`src/rtl/mdma_pfch_ctxt_ram_arb_if.sv`:
```
// Prefetch context RAM port bundle: one write port and one read port with ECC flags.
// The arbiter drives it through master; the RAM (or its model) sits on slave.
interface mdma_pfch_ctxt_ram_arb_if #(
  parameter int AW = 11,
  parameter int DW = 48
) ();
  logic [AW-1:0] wadr;
  logic          wen;
  logic [DW-1:0] wdat;
  logic          ren;
  logic [AW-1:0] radr;
  logic [DW-1:0] rdat;
  logic          rsbe;
  logic          rdbe;

  modport master (
    output wadr, wen, wdat, ren, radr,
    input  rdat, rsbe, rdbe
  );

  modport slave (
    input  wadr, wen, wdat, ren, radr,
    output rdat, rsbe, rdbe
  );
endinterface

```
`src/rtl/mdma_pfch_ctxt_ram_arb.sv`:
```
// Prefetch context RAM controller: zero-fills the RAM after reset, then shares its
// write and read ports between the context path (C) and the prefetch engine (P).
module mdma_pfch_ctxt_ram_arb #(
  parameter int  PFCH_CTXT_RAM_DEPTH     = 2048,
  parameter int  PFCH_CTXT_RAM_DATA_BITS = 48,
  parameter int  RD_LAT                  = 2,
  localparam int AW = $clog2(PFCH_CTXT_RAM_DEPTH),
  localparam int DW = PFCH_CTXT_RAM_DATA_BITS
) (
  input  logic                     clk,
  input  logic                     rst,
  output logic                     init_done_o,
  input  logic                     c_req_i,
  input  logic                     c_wr_i,
  input  logic [AW-1:0]            c_adr_i,
  input  logic [DW-1:0]            c_wdat_i,
  output logic                     c_ack_o,
  output logic                     c_rvld_o,
  output logic [DW-1:0]            c_rdat_o,
  output logic [1:0]               c_rerr_o,
  input  logic                     p_req_i,
  input  logic                     p_wr_i,
  input  logic [AW-1:0]            p_adr_i,
  input  logic [DW-1:0]            p_wdat_i,
  output logic                     p_ack_o,
  output logic                     p_rvld_o,
  output logic [DW-1:0]            p_rdat_o,
  output logic [1:0]               p_rerr_o,
  mdma_pfch_ctxt_ram_arb_if.master ram,
  output logic                     dbe_err_o,
  output logic [15:0]              sbe_cnt_o
);

  typedef enum logic {ST_INIT, ST_RUN} state_e;

  // The init pointer is one bit wider so it can reach DEPTH, the cycle that waits
  // for the last zero-fill write to land before RUN.
  localparam logic [AW:0] INIT_END = (AW+1)'(PFCH_CTXT_RAM_DEPTH);

  state_e        state_q, state_d;
  logic [AW:0]   ptr_q, ptr_d;
  logic          last_p_q, last_p_d;
  logic          init_wr;

  logic          run, c_win, acc, sel_wr;
  logic [AW-1:0] sel_adr;
  logic [DW-1:0] sel_wdat;

  logic          wen_q, ren_q, rown_q;
  logic [AW-1:0] wadr_q, radr_q;
  logic [DW-1:0] wdat_q;

  logic [RD_LAT-1:0] vld_q, own_q;
  logic              ret_vld, ret_own;
  logic [15:0]       sbe_cnt_q, sbe_cnt_d;

  // NOTE: every signal driven in an always_comb gets a default first, so no path
  // leaves it unassigned and no latch is inferred.
  always_comb begin
    state_d = state_q;
    ptr_d   = ptr_q;
    init_wr = 1'b0;
    unique case (state_q)
      ST_INIT: begin
        if (ptr_q == INIT_END) begin
          state_d = ST_RUN;
        end else begin
          init_wr = 1'b1;
          ptr_d   = ptr_q + 1'b1;
        end
      end
      ST_RUN: ;
      default: state_d = ST_INIT;
    endcase
  end

  // Round robin on a tie: the requester not granted last wins.
  always_comb begin
    run      = (state_q == ST_RUN) && !rst;
    c_win    = c_req_i && (!p_req_i || last_p_q);
    c_ack_o  = run && c_win;
    p_ack_o  = run && p_req_i && !c_win;
    acc      = c_ack_o || p_ack_o;
    sel_wr   = c_ack_o ? c_wr_i   : p_wr_i;
    sel_adr  = c_ack_o ? c_adr_i  : p_adr_i;
    sel_wdat = c_ack_o ? c_wdat_i : p_wdat_i;
    last_p_d = last_p_q;
    if (p_ack_o) begin
      last_p_d = 1'b1;
    end else if (c_ack_o) begin
      last_p_d = 1'b0;
    end
  end

  // NOTE: sequential state uses non-blocking assignments so every register samples
  // the pre-edge values, whatever the order of statements.
  always_ff @(posedge clk) begin
    if (rst) begin
      state_q  <= ST_INIT;
      ptr_q    <= '0;
      last_p_q <= 1'b1;
    end else begin
      state_q  <= state_d;
      ptr_q    <= ptr_d;
      last_p_q <= last_p_d;
    end
  end

  // NOTE: the RAM array itself has no reset; INIT zero-fills it through the write port.
  always_ff @(posedge clk) begin
    if (rst) begin
      wen_q  <= 1'b0;
      wadr_q <= '0;
      wdat_q <= '0;
      ren_q  <= 1'b0;
      radr_q <= '0;
      rown_q <= 1'b0;
    end else begin
      wen_q  <= init_wr || (acc && sel_wr);
      ren_q  <= acc && !sel_wr;
      rown_q <= p_ack_o;
      if (init_wr) begin
        wadr_q <= ptr_q[AW-1:0];
        wdat_q <= '0;
      end else if (acc && sel_wr) begin
        wadr_q <= sel_adr;
        wdat_q <= sel_wdat;
      end
      if (acc && !sel_wr) begin
        radr_q <= sel_adr;
      end
    end
  end

  assign ram.wen  = wen_q;
  assign ram.wadr = wadr_q;
  assign ram.wdat = wdat_q;
  assign ram.ren  = ren_q;
  assign ram.radr = radr_q;

  // Clearing the valid bits on reset drops reads still in flight.
  always_ff @(posedge clk) begin
    if (rst) begin
      vld_q     <= '0;
      own_q     <= '0;
      sbe_cnt_q <= '0;
    end else begin
      vld_q[0]  <= ren_q;
      own_q[0]  <= rown_q;
      for (int i = 1; i < RD_LAT; i++) begin
        vld_q[i] <= vld_q[i-1];
        own_q[i] <= own_q[i-1];
      end
      sbe_cnt_q <= sbe_cnt_d;
    end
  end

  always_comb begin
    ret_vld   = vld_q[RD_LAT-1];
    ret_own   = own_q[RD_LAT-1];
    c_rvld_o  = ret_vld && !ret_own;
    p_rvld_o  = ret_vld && ret_own;
    c_rdat_o  = c_rvld_o ? ram.rdat : '0;
    p_rdat_o  = p_rvld_o ? ram.rdat : '0;
    c_rerr_o  = c_rvld_o ? {ram.rdbe, ram.rsbe} : 2'b00;
    p_rerr_o  = p_rvld_o ? {ram.rdbe, ram.rsbe} : 2'b00;
    dbe_err_o = ret_vld && ram.rdbe;
    sbe_cnt_d = sbe_cnt_q;
    if (ret_vld && ram.rsbe && !ram.rdbe && (sbe_cnt_q != 16'hFFFF)) begin
      sbe_cnt_d = sbe_cnt_q + 16'd1;
    end
  end

  assign init_done_o = (state_q == ST_RUN);
  assign sbe_cnt_o   = sbe_cnt_q;

endmodule

```
`src/flat_wrapper.sv`:
```
// flat-port wrapper written by rule: the top's interface ports become plain ports
module mdma_pfch_ctxt_ram_arb_flat 
#(
  parameter int  PFCH_CTXT_RAM_DEPTH     = 2048,
  parameter int  PFCH_CTXT_RAM_DATA_BITS = 48,
  parameter int  RD_LAT                  = 2,
  localparam int AW = $clog2(PFCH_CTXT_RAM_DEPTH),
  localparam int DW = PFCH_CTXT_RAM_DATA_BITS
)
  (clk, rst, init_done_o, c_req_i, c_wr_i, c_adr_i, c_wdat_i, c_ack_o, c_rvld_o, c_rdat_o, c_rerr_o, p_req_i, p_wr_i, p_adr_i, p_wdat_i, p_ack_o, p_rvld_o, p_rdat_o, p_rerr_o, dbe_err_o, sbe_cnt_o, ram_wadr, ram_wen, ram_wdat, ram_ren, ram_radr, ram_rdat, ram_rsbe, ram_rdbe);
  mdma_pfch_ctxt_ram_arb_if #(.AW(($clog2((2048)))), .DW((48))) ram_i ();
  input  logic clk;
  input  logic rst;
  output logic init_done_o;
  input  logic c_req_i;
  input  logic c_wr_i;
  input  logic [AW-1:0] c_adr_i;
  input  logic [DW-1:0] c_wdat_i;
  output logic c_ack_o;
  output logic c_rvld_o;
  output logic [DW-1:0] c_rdat_o;
  output logic [1:0] c_rerr_o;
  input  logic p_req_i;
  input  logic p_wr_i;
  input  logic [AW-1:0] p_adr_i;
  input  logic [DW-1:0] p_wdat_i;
  output logic p_ack_o;
  output logic p_rvld_o;
  output logic [DW-1:0] p_rdat_o;
  output logic [1:0] p_rerr_o;
  output logic dbe_err_o;
  output logic [15:0] sbe_cnt_o;
  output wire logic [$bits(ram_i.wadr)-1:0] ram_wadr;
  output wire logic [$bits(ram_i.wen)-1:0] ram_wen;
  output wire logic [$bits(ram_i.wdat)-1:0] ram_wdat;
  output wire logic [$bits(ram_i.ren)-1:0] ram_ren;
  output wire logic [$bits(ram_i.radr)-1:0] ram_radr;
  input wire logic [$bits(ram_i.rdat)-1:0] ram_rdat;
  input wire logic [$bits(ram_i.rsbe)-1:0] ram_rsbe;
  input wire logic [$bits(ram_i.rdbe)-1:0] ram_rdbe;
  assign ram_wadr = ram_i.wadr;
  assign ram_wen = ram_i.wen;
  assign ram_wdat = ram_i.wdat;
  assign ram_ren = ram_i.ren;
  assign ram_radr = ram_i.radr;
  assign ram_i.rdat = ram_rdat;
  assign ram_i.rsbe = ram_rsbe;
  assign ram_i.rdbe = ram_rdbe;
  mdma_pfch_ctxt_ram_arb #(.PFCH_CTXT_RAM_DEPTH(PFCH_CTXT_RAM_DEPTH), .PFCH_CTXT_RAM_DATA_BITS(PFCH_CTXT_RAM_DATA_BITS), .RD_LAT(RD_LAT)) u_core (.clk(clk), .rst(rst), .init_done_o(init_done_o), .c_req_i(c_req_i), .c_wr_i(c_wr_i), .c_adr_i(c_adr_i), .c_wdat_i(c_wdat_i), .c_ack_o(c_ack_o), .c_rvld_o(c_rvld_o), .c_rdat_o(c_rdat_o), .c_rerr_o(c_rerr_o), .p_req_i(p_req_i), .p_wr_i(p_wr_i), .p_adr_i(p_adr_i), .p_wdat_i(p_wdat_i), .p_ack_o(p_ack_o), .p_rvld_o(p_rvld_o), .p_rdat_o(p_rdat_o), .p_rerr_o(p_rerr_o), .ram(ram_i), .dbe_err_o(dbe_err_o), .sbe_cnt_o(sbe_cnt_o));
endmodule
```
`config.mk`:
```
export PLATFORM = sky130hd
export DESIGN_NAME = mdma_pfch_ctxt_ram_arb_flat
export DESIGN_NICKNAME = d
export VERILOG_FILES = /design/src/rtl/mdma_pfch_ctxt_ram_arb_if.sv /design/src/rtl/mdma_pfch_ctxt_ram_arb.sv /design/src/flat_wrapper.sv
export SDC_FILE = /design/constraint.sdc
export NUM_CORES = 1
export LEC_CHECK = 0
export CORE_AREA = 2 2 145 147
export CTS_BUF_LIST = sky130_fd_sc_hd__clkbuf_16
export DETAILED_ROUTE_END_ITERATION = 8
export DIE_AREA = 0 0 147 149
export PLACE_DENSITY_LB_ADDON = 0.25
export SLEW_MARGIN = 20
export SYNTH_ARGS = -nofsm -noshare
export SYNTH_HDL_FRONTEND = slang
export SYNTH_SLANG_ARGS = --single-unit
export TNS_END_PERCENT = 5
```
`constraint.sdc`:
```
create_clock -name clk -period 2.48 [get_ports clk]
set_clock_uncertainty 0.1 [all_clocks]
set_input_delay 0.496 -clock clk [delete_from_list [all_inputs] [get_ports clk]]
set_output_delay 0.496 -clock clk [all_outputs]
set_load 0.05 [all_outputs]
```
==> impl_metrics.tcl <==
set metrics [dict create \
    die_x_um 147 \
    fp-row-count 53 \
    drt_first_pass_iters 5 \
    r2r_slack_ns 0.24 \
    clk_path_buf_depth 2 \
    antennaDiodeCount 0 \
    grt_usage 0.211 \
    place.port_buffers 367 \
    tightest_slew_ns 0.585 \
    syn_area_per_cell_um2 8.36 \
    slew_headroom 0.609 \
    crit_type "in -> out" \
    antenna_found_initial 0 \
    yosysWarnings 0 \
    synth_edf_count 0 \
    grt_pass1_vias 6279 \
    p_leak_uw 0.00447 \
    finalNonFillerCells 1335 \
    post-synth-top-count-cell "dfxtp_1" \
    grt_pass1_wl_um 36500 \
    finalCritPeriodShare 0.938 \
    wl_per_cell_um 18.1 \
    dp_hpwl_um 18900 \
    routabilityCongestion 0.847 \
    critPathMaxFanout 11 \
    vias 6775 \
    areaGrowthSynthToFinish_pct 89.8 \
    finish.net_count 1232 \
    die_y_um 149 \
    rr_worst_depth 7 \
    htreeDepth 3 \
    dp.cells 1319 \
    max_freq_mhz 430 \
    netlist_instances 717 \
    grt_setup_unrepaired "no" \
    fin_ws_ns 0.153 \
    grt_max_degree 53 \
    dieArea_um2 21900 \
    clkTransAtPathRegs_ns 0.07 \
    cts-root-buf "clkbuf_16" \
    detail-route-antenna-nets 0 \
    synth_top_cell_area_share 0.357 \
    whs_ns 0.341 \
    core_region_area_um2 20600 \
    outcome "complete, no violations" \
    drc 0 \
    p_total_uw 3570 \
    numCtsBuffers 9 \
    final_util 0.554 \
    period_minus_slack_ns 2.33 \
    cts_tree "yes" \
    synth_top_family_by_area "simple AND/OR/NAND/NOR gates" \
    yosys.area_share.xor_xnor 0.0102 \
    r2r-end "u_core.ram.wdat[18]" \
    initial_utilization 0.292 \
    synthMuxAreaShare 0.0820 \
    cts_setup_buffers 0 \
    worstPathRequired_ns 1.88 \
    finalSetupViolations 0 \
    synth_commonest_cells "dfxtp_1 (107), nor3_1 (78), a211oi_1 (59)" \
    endpoint_kind "output port" \
    rr_startpoint "u_core.ptr_q[0]" \
    slew_viol_final 0 \
    synth.distinct_cells 48 \
    holdCritStartpoint "u_core.vld_q[0]" \
    synthSimpleGateAreaFrac 0.283 \
    synthArstFlopShare 0 \
    grt-ovfl-total 0 \
    syn_nets 894 \
    synth-compound-area-share 0.184 \
    place_ws_ns -0.0486 \
    cts.sinks 107 \
    synthAdderAreaFrac 0.00626 \
    clock_latency_ns 0.35 \
    worstSetupStartpointType "input pin" \
    holdPathEnd "u_core.vld_q[1]" \
    wl_um 24200 \
    vias_per_cell 5.07 \
    worstHoldPathCells 1 \
    synth_top_cell_by_area "dfxtp_1" \
    finalHoldViolCount 0 \
    first_iter_violations 361 \
    ys_seq_area_frac 0.357 \
    arrival_ns 1.73 \
    syn_area_um2 6000 \
    hold_class "reg -> reg" \
    ir_worst_vdd_uv 282 \
    drv_cap 0 \
    cts-resized-gates 0 \
    synth_seq_cells 107 \
    power.density_nw_per_um2 313 \
    synth_area_leaders "dfxtp_1 (36%), mux2i_1 (8.0%), a211oi_1 (7.4%)" \
    io_pins 368 \
    final_layout_size_suffix_gt1_frac 0.162 \
    ys.flop_type "dfxtp_1" \
    hold_buffers 0 \
]
report_power, final:
group | internal [uW] | switching [uW]
sequential | 1720 | 7.49
clock | 700 | 700
combinational | 292 | 143
total | 2720 | 850
flip-flops by register name, summed over array words and instances (netlist names):
name	count
u_core.init_done_o	1
u_core.last_p_q	1
u_core.own_q	2
u_core.ptr_q	12
u_core.ram.radr	11
u_core.ram.ren	1
u_core.ram.wadr	11
u_core.ram.wdat	48
u_core.ram.wen	1
u_core.rown_q	1
u_core.sbe_cnt_o	16
u_core.vld_q	2
logic make-up (layout without fill, tap and decap cells):
| logic type | Yosys count | after routing |
|---|---|---|
| AO/OA/AOI/OAI | 146 | 146 |
| XOR/XNOR | 7 | 7 |
| adder cells (fa/ha/maj) | 3 | 3 |
| buffers and inverters | 114 | 457 |
| flip-flops | 107 | 107 |
| multiplexers | 49 | 49 |
| AND/OR/NAND/NOR | 291 | 291 |
routing by layer:
metal | part of all wire | wire length (um) | vias up | track usage
met4 | 0.023 | 561 | 0 | 0.0688
met5 | 0 | 0 | - | 0
li1 | - | - | 3348 | -
met3 | 0.055 | 1340 | 27 | 0.0367
met2 | 0.52 | 12500 | 257 | 0.378
met1 | 0.40 | 9760 | 3143 | 0.257
worst max-delay path: stages:
cell             delay [ns]
clkdlybuf4s50_1        0.50
buf_4                  0.16
nand3_4                0.23
inv_1                  0.19
buf_12                 0.15
layout by cell type, fill, tap and decap left out, types with 7 or more instances in the layout:
| cell | n |
|---|---|
| buf_4 | 32 |
| a221oi_1 | 11 |
| nor3_1 | 78 |
| a21oi_1 | 16 |
| and3_1 | 52 |
| o31ai_1 | 13 |
| buf_12 | 110 |
| and2_1 | 51 |
| clkbuf_16 | 9 |
| clkdlybuf4s50_1 | 260 |
| a2111oi_0 | 12 |
| nor4_1 | 16 |
| nand3_1 | 11 |
| dfxtp_1 | 106 |
| mux2i_1 | 48 |
| or3_1 | 8 |
| inv_1 | 38 |
| nor2b_1 | 8 |
| o32ai_1 | 7 |
| o31a_1 | 12 |
| nand2_1 | 13 |
| a211oi_1 | 59 |
| nor2_1 | 11 |
| nand2b_1 | 9 |
| or4_1 | 10 |
how the worst max path moves through the flow:
| stage | startpoint | to | slack [ns] |
|---|---|---|---|
| 5_1_grt | u_core.ptr_q[0] | u_core.ram.wdat[15] | 0.002 |
| 4_1_cts | u_core.vld_q[1] | c_rdat_o[22] | 0.11 |
| 2_1_floorplan | u_core.sbe_cnt_o[0] | u_core.sbe_cnt_o[10] | 0.02 |
| 6_report | c_req_i | c_ack_o | 0.15 |
| 3_5_place_dp | ram_rsbe | u_core.sbe_cnt_o[11] | -0.05 |
| 3_3_place_gp | ram_rsbe | u_core.sbe_cnt_o[13] | -0.02 |
per-stage QoR:
stage / cell area, um2 / setup TNS, ns
after floorplan: 6000 / 0
after CTS: 11400 / 0
after global placement: 11100 / -0.0159
after detailed placement: 11100 / -0.110
after global routing: 11400 / 0
final: 11400 / 0
area by class of cell:
type / instances / area (um2)
inverters: 38 / 143
well taps: 275 / 344
clock inverters: 7 / 60.1
repair buffers: 403 / 5050
flip-flops and latches: 107 / 2140
multi-input cells: 496 / 3420
fillers: 1817 / 9170
clock buffers: 9 / 225
Note: power is estimated with default switching activity, not from simulation.
